[src/rtl/icache_pkg.sv]
`default_nettype none
// ============================================================================
// Module      : icache_pkg
// Description : Shared FSM state type and address-field width helpers for the
//               direct-mapped instruction cache.
// Revision    : 1.0 - initial release
// ============================================================================
package icache_pkg;

    localparam int c_word_w     = 32;
    localparam int c_byte_off_w = 2;

    typedef enum logic [0:0] {
        IDLE   = 1'b0,
        REFILL = 1'b1
    } state_e;

    function automatic int offset_w(input int line_words);
        return $clog2(line_words);
    endfunction

    function automatic int index_w(input int num_lines);
        return $clog2(num_lines);
    endfunction

    function automatic int tag_w(input int addr_w, input int num_lines, input int line_words);
        return addr_w - index_w(num_lines) - offset_w(line_words) - c_byte_off_w;
    endfunction

endpackage
`default_nettype wire

[src/rtl/icache_dm_array.sv]
`default_nettype none
// ============================================================================
// Module      : icache_dm_array
// Description : Line storage: data words, tags and valid bits. Asynchronous
//               read, synchronous write, synchronous clear of all valid bits.
// Revision    : 1.0 - initial release
// ============================================================================
module icache_dm_array
    import icache_pkg::*;
#(
    parameter int NUM_LINES  = 16,
    parameter int LINE_WORDS = 4,
    parameter int TAG_W      = 26
) (
    input  logic                              clk_i,
    input  logic [index_w(NUM_LINES)-1:0]     rd_idx_i,
    input  logic [offset_w(LINE_WORDS)-1:0]   rd_off_i,
    output logic [c_word_w-1:0]               rd_data_o,
    output logic [TAG_W-1:0]                  rd_tag_o,
    output logic                              rd_valid_o,
    input  logic                              wr_en_i,
    input  logic [index_w(NUM_LINES)-1:0]     wr_idx_i,
    input  logic [offset_w(LINE_WORDS)-1:0]   wr_off_i,
    input  logic [c_word_w-1:0]               wr_data_i,
    input  logic                              tag_we_i,
    input  logic [TAG_W-1:0]                  wr_tag_i,
    input  logic                              set_valid_i,
    input  logic                              clr_valid_i
);

    logic [c_word_w-1:0]  data_q [NUM_LINES][LINE_WORDS];
    logic [TAG_W-1:0]     tag_q  [NUM_LINES];
    logic [NUM_LINES-1:0] valid_q;
    logic [NUM_LINES-1:0] valid_d;

    // Clear-all wins over a same-cycle set so a flush is never lost.
    always_comb begin
        valid_d = valid_q;
        if (set_valid_i) begin
            valid_d[wr_idx_i] = 1'b1;
        end
        if (clr_valid_i) begin
            valid_d = '0;
        end
    end

    always_ff @(posedge clk_i) begin
        valid_q <= valid_d;
    end

    always_ff @(posedge clk_i) begin
        if (wr_en_i) begin
            data_q[wr_idx_i][wr_off_i] <= wr_data_i;
        end
        if (tag_we_i) begin
            tag_q[wr_idx_i] <= wr_tag_i;
        end
    end

    assign rd_data_o  = data_q[rd_idx_i][rd_off_i];
    assign rd_tag_o   = tag_q[rd_idx_i];
    assign rd_valid_o = valid_q[rd_idx_i];

endmodule
`default_nettype wire

[src/rtl/icache_dm.sv]
`default_nettype none
// ============================================================================
// Module      : icache_dm
// Description : Direct-mapped instruction cache, zero-latency hit, word-by-word
//               line refill. Define ICACHE_DM_PERF_EN for hit/miss counters.
// Revision    : 1.0 - initial release
// ============================================================================
module icache_dm
    import icache_pkg::*;
#(
    parameter int ADDR_W     = 32,
    parameter int NUM_LINES  = 16,
    parameter int LINE_WORDS = 4
) (
    input  logic              clk_i,
    input  logic              rst_i,
    input  logic              cpu_req_i,
    input  logic [ADDR_W-1:0] cpu_addr_i,
    output logic [31:0]       inst_o,
    output logic              valid_o,
    output logic              stall_o,
    input  logic              flush_i,
    output logic              mem_req_o,
    output logic [ADDR_W-1:0] mem_addr_o,
    input  logic              mem_ack_i,
    input  logic [31:0]       mem_data_i,
    output logic [31:0]       hit_cnt_o,
    output logic [31:0]       miss_cnt_o
);

    localparam int c_off_w = offset_w(LINE_WORDS);
    localparam int c_idx_w = index_w(NUM_LINES);
    localparam int c_tag_w = tag_w(ADDR_W, NUM_LINES, LINE_WORDS);

    localparam logic [c_off_w-1:0] c_cnt_one  = c_off_w'(1);
    localparam logic [c_off_w-1:0] c_cnt_last = c_off_w'(LINE_WORDS - 1);

    state_e               state_q, state_d;
    logic [c_off_w-1:0]   cnt_q, cnt_d;
    logic [c_idx_w-1:0]   idx_q, idx_d;
    logic [c_tag_w-1:0]   tag_q, tag_d;
    logic                 pend_q, pend_d;

    logic [c_off_w-1:0]   w_req_off;
    logic [c_idx_w-1:0]   w_req_idx;
    logic [c_tag_w-1:0]   w_req_tag;
    logic                 w_unused_addr;
    logic [31:0]          w_rd_data;
    logic [c_tag_w-1:0]   w_rd_tag;
    logic                 w_rd_valid;
    logic                 w_hit;
    logic                 w_miss_start;
    logic                 w_ack;
    logic                 w_last;

    assign w_req_off     = cpu_addr_i[c_off_w+1:2];
    assign w_req_idx     = cpu_addr_i[c_off_w+2 +: c_idx_w];
    assign w_req_tag     = cpu_addr_i[ADDR_W-1 -: c_tag_w];
    assign w_unused_addr = ^cpu_addr_i[1:0];

    // A flush in the same cycle as a request forces a miss.
    assign w_hit = ~rst_i & (state_q == IDLE) & cpu_req_i & ~flush_i
                 & w_rd_valid & (w_rd_tag == w_req_tag);
    assign w_miss_start = ~rst_i & (state_q == IDLE) & cpu_req_i & ~w_hit;

    assign mem_req_o  = ~rst_i & (state_q == REFILL);
    assign mem_addr_o = {tag_q, idx_q, cnt_q, 2'b00};
    assign w_ack      = mem_req_o & mem_ack_i;
    assign w_last     = w_ack & (cnt_q == c_cnt_last);

    assign valid_o = w_hit;
    assign inst_o  = w_hit ? w_rd_data : 32'd0;
    assign stall_o = w_miss_start | mem_req_o;

    icache_dm_array #(
        .NUM_LINES  (NUM_LINES),
        .LINE_WORDS (LINE_WORDS),
        .TAG_W      (c_tag_w)
    ) u_array (
        .clk_i       (clk_i),
        .rd_idx_i    (w_req_idx),
        .rd_off_i    (w_req_off),
        .rd_data_o   (w_rd_data),
        .rd_tag_o    (w_rd_tag),
        .rd_valid_o  (w_rd_valid),
        .wr_en_i     (w_ack),
        .wr_idx_i    (idx_q),
        .wr_off_i    (cnt_q),
        .wr_data_i   (mem_data_i),
        .tag_we_i    (w_last),
        .wr_tag_i    (tag_q),
        .set_valid_i (w_last & ~pend_q & ~flush_i),
        .clr_valid_i (rst_i | flush_i)
    );

    always_comb begin
        state_d = state_q;
        cnt_d   = cnt_q;
        idx_d   = idx_q;
        tag_d   = tag_q;
        pend_d  = pend_q;
        case (state_q)
            IDLE: begin
                if (w_miss_start) begin
                    state_d = REFILL;
                    idx_d   = w_req_idx;
                    tag_d   = w_req_tag;
                    cnt_d   = '0;
                    pend_d  = 1'b0;
                end
            end
            REFILL: begin
                if (flush_i) begin
                    pend_d = 1'b1;
                end
                if (w_ack) begin
                    cnt_d = cnt_q + c_cnt_one;
                end
                if (w_last) begin
                    state_d = IDLE;
                    pend_d  = 1'b0;
                end
            end
            default: begin
                state_d = IDLE;
            end
        endcase
    end

    always_ff @(posedge clk_i) begin
        if (rst_i) begin
            state_q <= IDLE;
            cnt_q   <= '0;
            pend_q  <= 1'b0;
            idx_q   <= '0;
            tag_q   <= '0;
        end else begin
            state_q <= state_d;
            cnt_q   <= cnt_d;
            pend_q  <= pend_d;
            idx_q   <= idx_d;
            tag_q   <= tag_d;
        end
    end

`ifdef ICACHE_DM_PERF_EN
    logic [31:0] hit_cnt_q, hit_cnt_d;
    logic [31:0] miss_cnt_q, miss_cnt_d;

    always_comb begin
        hit_cnt_d  = hit_cnt_q;
        miss_cnt_d = miss_cnt_q;
        if (w_hit && (hit_cnt_q != 32'hFFFF_FFFF)) begin
            hit_cnt_d = hit_cnt_q + 32'd1;
        end
        if (w_miss_start && (miss_cnt_q != 32'hFFFF_FFFF)) begin
            miss_cnt_d = miss_cnt_q + 32'd1;
        end
    end

    always_ff @(posedge clk_i) begin
        if (rst_i) begin
            hit_cnt_q  <= '0;
            miss_cnt_q <= '0;
        end else begin
            hit_cnt_q  <= hit_cnt_d;
            miss_cnt_q <= miss_cnt_d;
        end
    end

    assign hit_cnt_o  = hit_cnt_q;
    assign miss_cnt_o = miss_cnt_q;
`else
    assign hit_cnt_o  = 32'd0;
    assign miss_cnt_o = 32'd0;
`endif

endmodule
`default_nettype wire

[config.mk]
export PLATFORM = sky130hd
export DESIGN_NAME = icache_dm
export DESIGN_NICKNAME = d
export VERILOG_FILES = /design/src/rtl/icache_pkg.sv /design/src/rtl/icache_dm_array.sv /design/src/rtl/icache_dm.sv
export SDC_FILE = /design/constraint.sdc
export NUM_CORES = 2
export LEC_CHECK = 0
export BUFFER_PORTS_ARGS = -buffer_cell sky130_fd_sc_hd__buf_2
export CAP_MARGIN = 30
export CORE_ASPECT_RATIO = 1.75
export CORE_UTILIZATION = 49
export CTS_BUF_LIST = sky130_fd_sc_hd__clkbuf_8
export DETAILED_ROUTE_END_ITERATION = 6
export PLACE_DENSITY_LB_ADDON = 0.05
export SLEW_MARGIN = 5
export SYNTH_ARGS = -nofsm -noshare
export SYNTH_HDL_FRONTEND = slang
export SYNTH_SLANG_ARGS = --single-unit
[constraint.sdc]
create_clock -name clk_i -period 4.5 [get_ports clk_i]
set_input_delay 0.45 -clock clk_i [delete_from_list [all_inputs] [get_ports clk_i]]
set_output_delay 0.45 -clock clk_i [all_outputs]
set_load 0.02 [all_outputs]
==> out/metrics.csv <==
metric,value,unit
status,"complete, but fails checks",
violations,setup timing,
fin_crit,4.817,ns
switching_share,22.02,%
hpwl,139.0,mm
relSlewSlack,37.92,%
fin_setup_tns,-6.564,ns
rsz0062_at_grt,true,
clk-insertion-delay-late,0.94,ns
root_buffer,clkbuf_8,
seq_power_share,57.6,%
synthToLayoutAreaGrowth,14.38,%
worstSetupEndpoint,inst_o[10],
pre_cts_slack,-0.1581,ns
rr_endpoint,u_array.data_q[12][81],
chipWidth,336.4,um
ys_async_sr_fraction,0,%
cts_tree,yes,
cellPowerDensity,403.1,nW/um^2
drive_above_1_share,33.75,%
yosys_warnings,0,
antenna_left,0,
hold_viol,0,
grt_use_total,25.47,%
combPwrFrac,5.4,%
p_sw,0.009735,W
p_int,0.03447,W
synth_seq_area_share,77.18,%
cp_slowest_cell,or4_4,
top_usage_layer,met2,
startpoint,u_array.tag_q[6][20],
final_max_slew_viol_count,0,
worst-path-max-fanout,17,
reg2reg_slack,1.23,ns
htree_levels,5,
gp_congestion,0.7669,
yosys-top-cells-area,"edfxtp_1, mux4_2, mux2i_1",
die_y,587.1,um
synth_top_area_cell,edfxtp_1,
slowest_delay,0.60,ns
synthCells,4045,
vias,44660,
path_clk_slew,0.06,ns
die-area,197500,um^2
crit_required,4.05,ns
crit_path_end_kind,output pin,
grt_max_degree,109,
maxCapViolations,0,
drt_iter0_drc,3820,
critPathMostFrequentCell,or4_4,
wl_per_cell,32.97,um
synth-edff-count,2432,
worst_clock_skew,0.04009,ns
grt_pass1_vias,47310,
cp.arrival,4.37,ns
tightest_slew,0.9289,ns
core,194400,um^2
vias_per_cell,5.943,
rows,214,
synth_top_area_share,76.18,%
hold_depth,1,
grt_pass1_wl,349.3,mm
met3_usage,4.263,%
reg2reg_depth,4,
r2r_start,idx_q[2],
synth_cell_type_count,66,
cts_buffers,362,
start_kind,flip-flop,
whs,0.08387,ns
clock_path_buffers,4,
p_leak,35.18,nW
numClockSinks,2480,
drt-total-wl,247.8,mm
avgSynthCellArea,23.70,um^2
drt_first_pass_iters,5,
fillers,14600,
setup_ws,-0.3168,ns
peakVddDrop,264.8,uV
antenna_found_initial,7,
setup_violations,32,
fin_crit_sh,107.0,%
pin_count,200,
finish.net_count,4727,
clkPwrFrac,37.0,%
synth_area,95860,um^2
hold_path.class,in -> reg,
route.detailed.drc,0,
port_buffers,131,
synth-seq-cells,2480,
start_util,49.32,%
met1_usage,32.52,%
ys.flop_type,edfxtp_1,
overflow,0,
grt_util_met2,44.87,%
fmax,207.6,MHz
crit_type,reg -> out,
path_cells,"mux4_2, a22o_1, a21oi_2, xor2_1, nand2_1, or4_4, or4_4, buf_12, a311oi_1, buf_4, buf_2",
==> through the flow <==
step	area (um^2)	total power, W	utilization [%]	instances
6_report	109700	0.04420	56.41	7514
3_5_place_dp	102200	0.02829	52.56	6812
2_1_floorplan	96110	0.02732	-	4110
4_1_cts	109000	0.04463	56.07	7476
5_1_grt	109600	0.04564	56.41	7512
3_3_place_gp	101900	0.02824	52.43	6800
==> power by group through the flow <==
stage	logic, W	clock network [W]	registers (W)
2_1_floorplan	0.00136	0	0.0260
3_3_place_gp	0.00227	0	0.0260
3_5_place_dp	0.00231	0	0.0260
4_1_cts	0.00235	0.0168	0.0255
5_1_grt	0.00252	0.0177	0.0255
6_report	0.00237	0.0164	0.0255
==> area by class of cell <==
cell class                 instances  area (um^2)  area share, %
sequential                      2480        73990          67.48
multi-input combinational       1333        21040          19.18
clock buffer                     383         5271          4.807
timing repair buffer             468         4964          4.527
tap                             2592         3243          2.958
clock inverter                   246         1109          1.011
inverter                           9        33.78        0.03081
antenna                            3        7.507       0.006846
==> cells in the final DEF (no fill, tap or decap), types with 8 or more instances in the layout <==
| cell type | synthesis | layout |
|---|---|---|
| and2_1 | 9 | 9 |
| dlygate4sd3_1 | 0 | 52 |
| buf_2 | 67 | 102 |
| nor2_1 | 91 | 27 |
| nand2_1 | 48 | 48 |
| clkinvlp_4 | 0 | 9 |
| a211oi_1 | 24 | 20 |
| mux2i_1 | 107 | 103 |
| xnor2_1 | 15 | 15 |
| a31oi_1 | 11 | 11 |
| mux4_2 | 728 | 728 |
| inv_1 | 9 | 151 |
| buf_4 | 77 | 184 |
| dfxtp_1 | 48 | 48 |
| clkinv_2 | 0 | 19 |
| o21ai_0 | 12 | 11 |
| a22oi_1 | 15 | 14 |
| clkbuf_8 | 0 | 383 |
| nor2_4 | 0 | 64 |
| nand2b_1 | 60 | 60 |
| conb_1 | 1 | 66 |
| nand3_1 | 14 | 14 |
| a21oi_1 | 10 | 8 |
| clkinv_1 | 0 | 67 |
| buf_12 | 3 | 115 |
| edfxtp_1 | 2432 | 2432 |
| xor2_1 | 8 | 8 |
| nor2b_1 | 35 | 30 |
==> worst min-delay path by stage <==
stage                                         to  slack [ns]                from
final                     u_array.data_q[12][93]        0.08      mem_data_i[29]
after global routing      u_array.data_q[14][93]        0.07      mem_data_i[29]
after CTS                 u_array.data_q[14][93]       0.004      mem_data_i[29]
after detailed placement      u_array.valid_q[2]        0.46  u_array.valid_q[2]
after global placement        u_array.valid_q[3]        0.44  u_array.valid_q[3]
after floorplan               u_array.valid_q[9]        0.43  u_array.valid_q[9]
==> cell families after synthesis <==
group / share of synthesized area [%]
flip-flops: 77.18
multiplexers: 18.38
buffers and inverters: 1.754
AND/OR/NAND/NOR: 1.497
AO/OA/AOI/OAI: 0.9149
XOR/XNOR: 0.2101
adder cells (fa/ha/maj): 0.05221
other: 0.003912
==> worst max-delay path: cells and delay by family, from the launching register on <==
family / cells / cell delay (ns)
AOI/OAI and AO/OA: 3 / 0.64
xor gates and xnor gates: 1 / 0.15
buffers and inverters: 3 / 0.52
DFF: 1 / 0.37
muxes: 1 / 0.47
and+or+nand+nor: 3 / 1.26
==> flip-flops by register name, summed over array words and instances (netlist names) <==
| signal | flops |
|---|---|
| u_array.data_q | 2048 |
| u_array.tag_q | 384 |
| tag_q | 24 |
| u_array.valid_q | 16 |
| idx_q | 4 |
| cnt_q | 2 |
| pend_q | 1 |
| state_q | 1 |
==> synth_stat cells, drive strengths merged (2+ instances only) <==
cell type,count
o2111ai,2
clkbuf,102
a311oi,8
a41oi,7
nand3,14
a2111oi,2
xnor2,15
mux4,734
a22o,7
buf,179
a31oi,11
nand2,48
a21oi,10
dfxtp,48
or4,3
edfxtp,2432
a21boi,2
o211ai,2
or3,2
inv,9
and2,9
nor3,6
o31ai,2
nand2b,60
nor2,91
a211oi,24
a22oi,15
a221oi,3
nand3b,2
mux2i,107
xor2,8
nand4,3
o21ai,12
nor2b,35
dlygate4sd1,7
ha,4
and4,2
==> per-layer routing <==
layer  share of wire, %  wire [um]
met5             0.0052         13
met2                 54     132600
met1                 39      96170
met3                5.2      12920
met4                2.4       6063
==> timing repair <==
action                                 in CTS  in global routing
resized for setup                          29                 27
hold buffers                               35                 17
pin swaps                                   1                  1
setup endpoints to repair                  34                 34
endpoints found under the hold margin     177                175
buffers inserted                            0                  0
No activity file was read; power rests on OpenSTA's default activity.
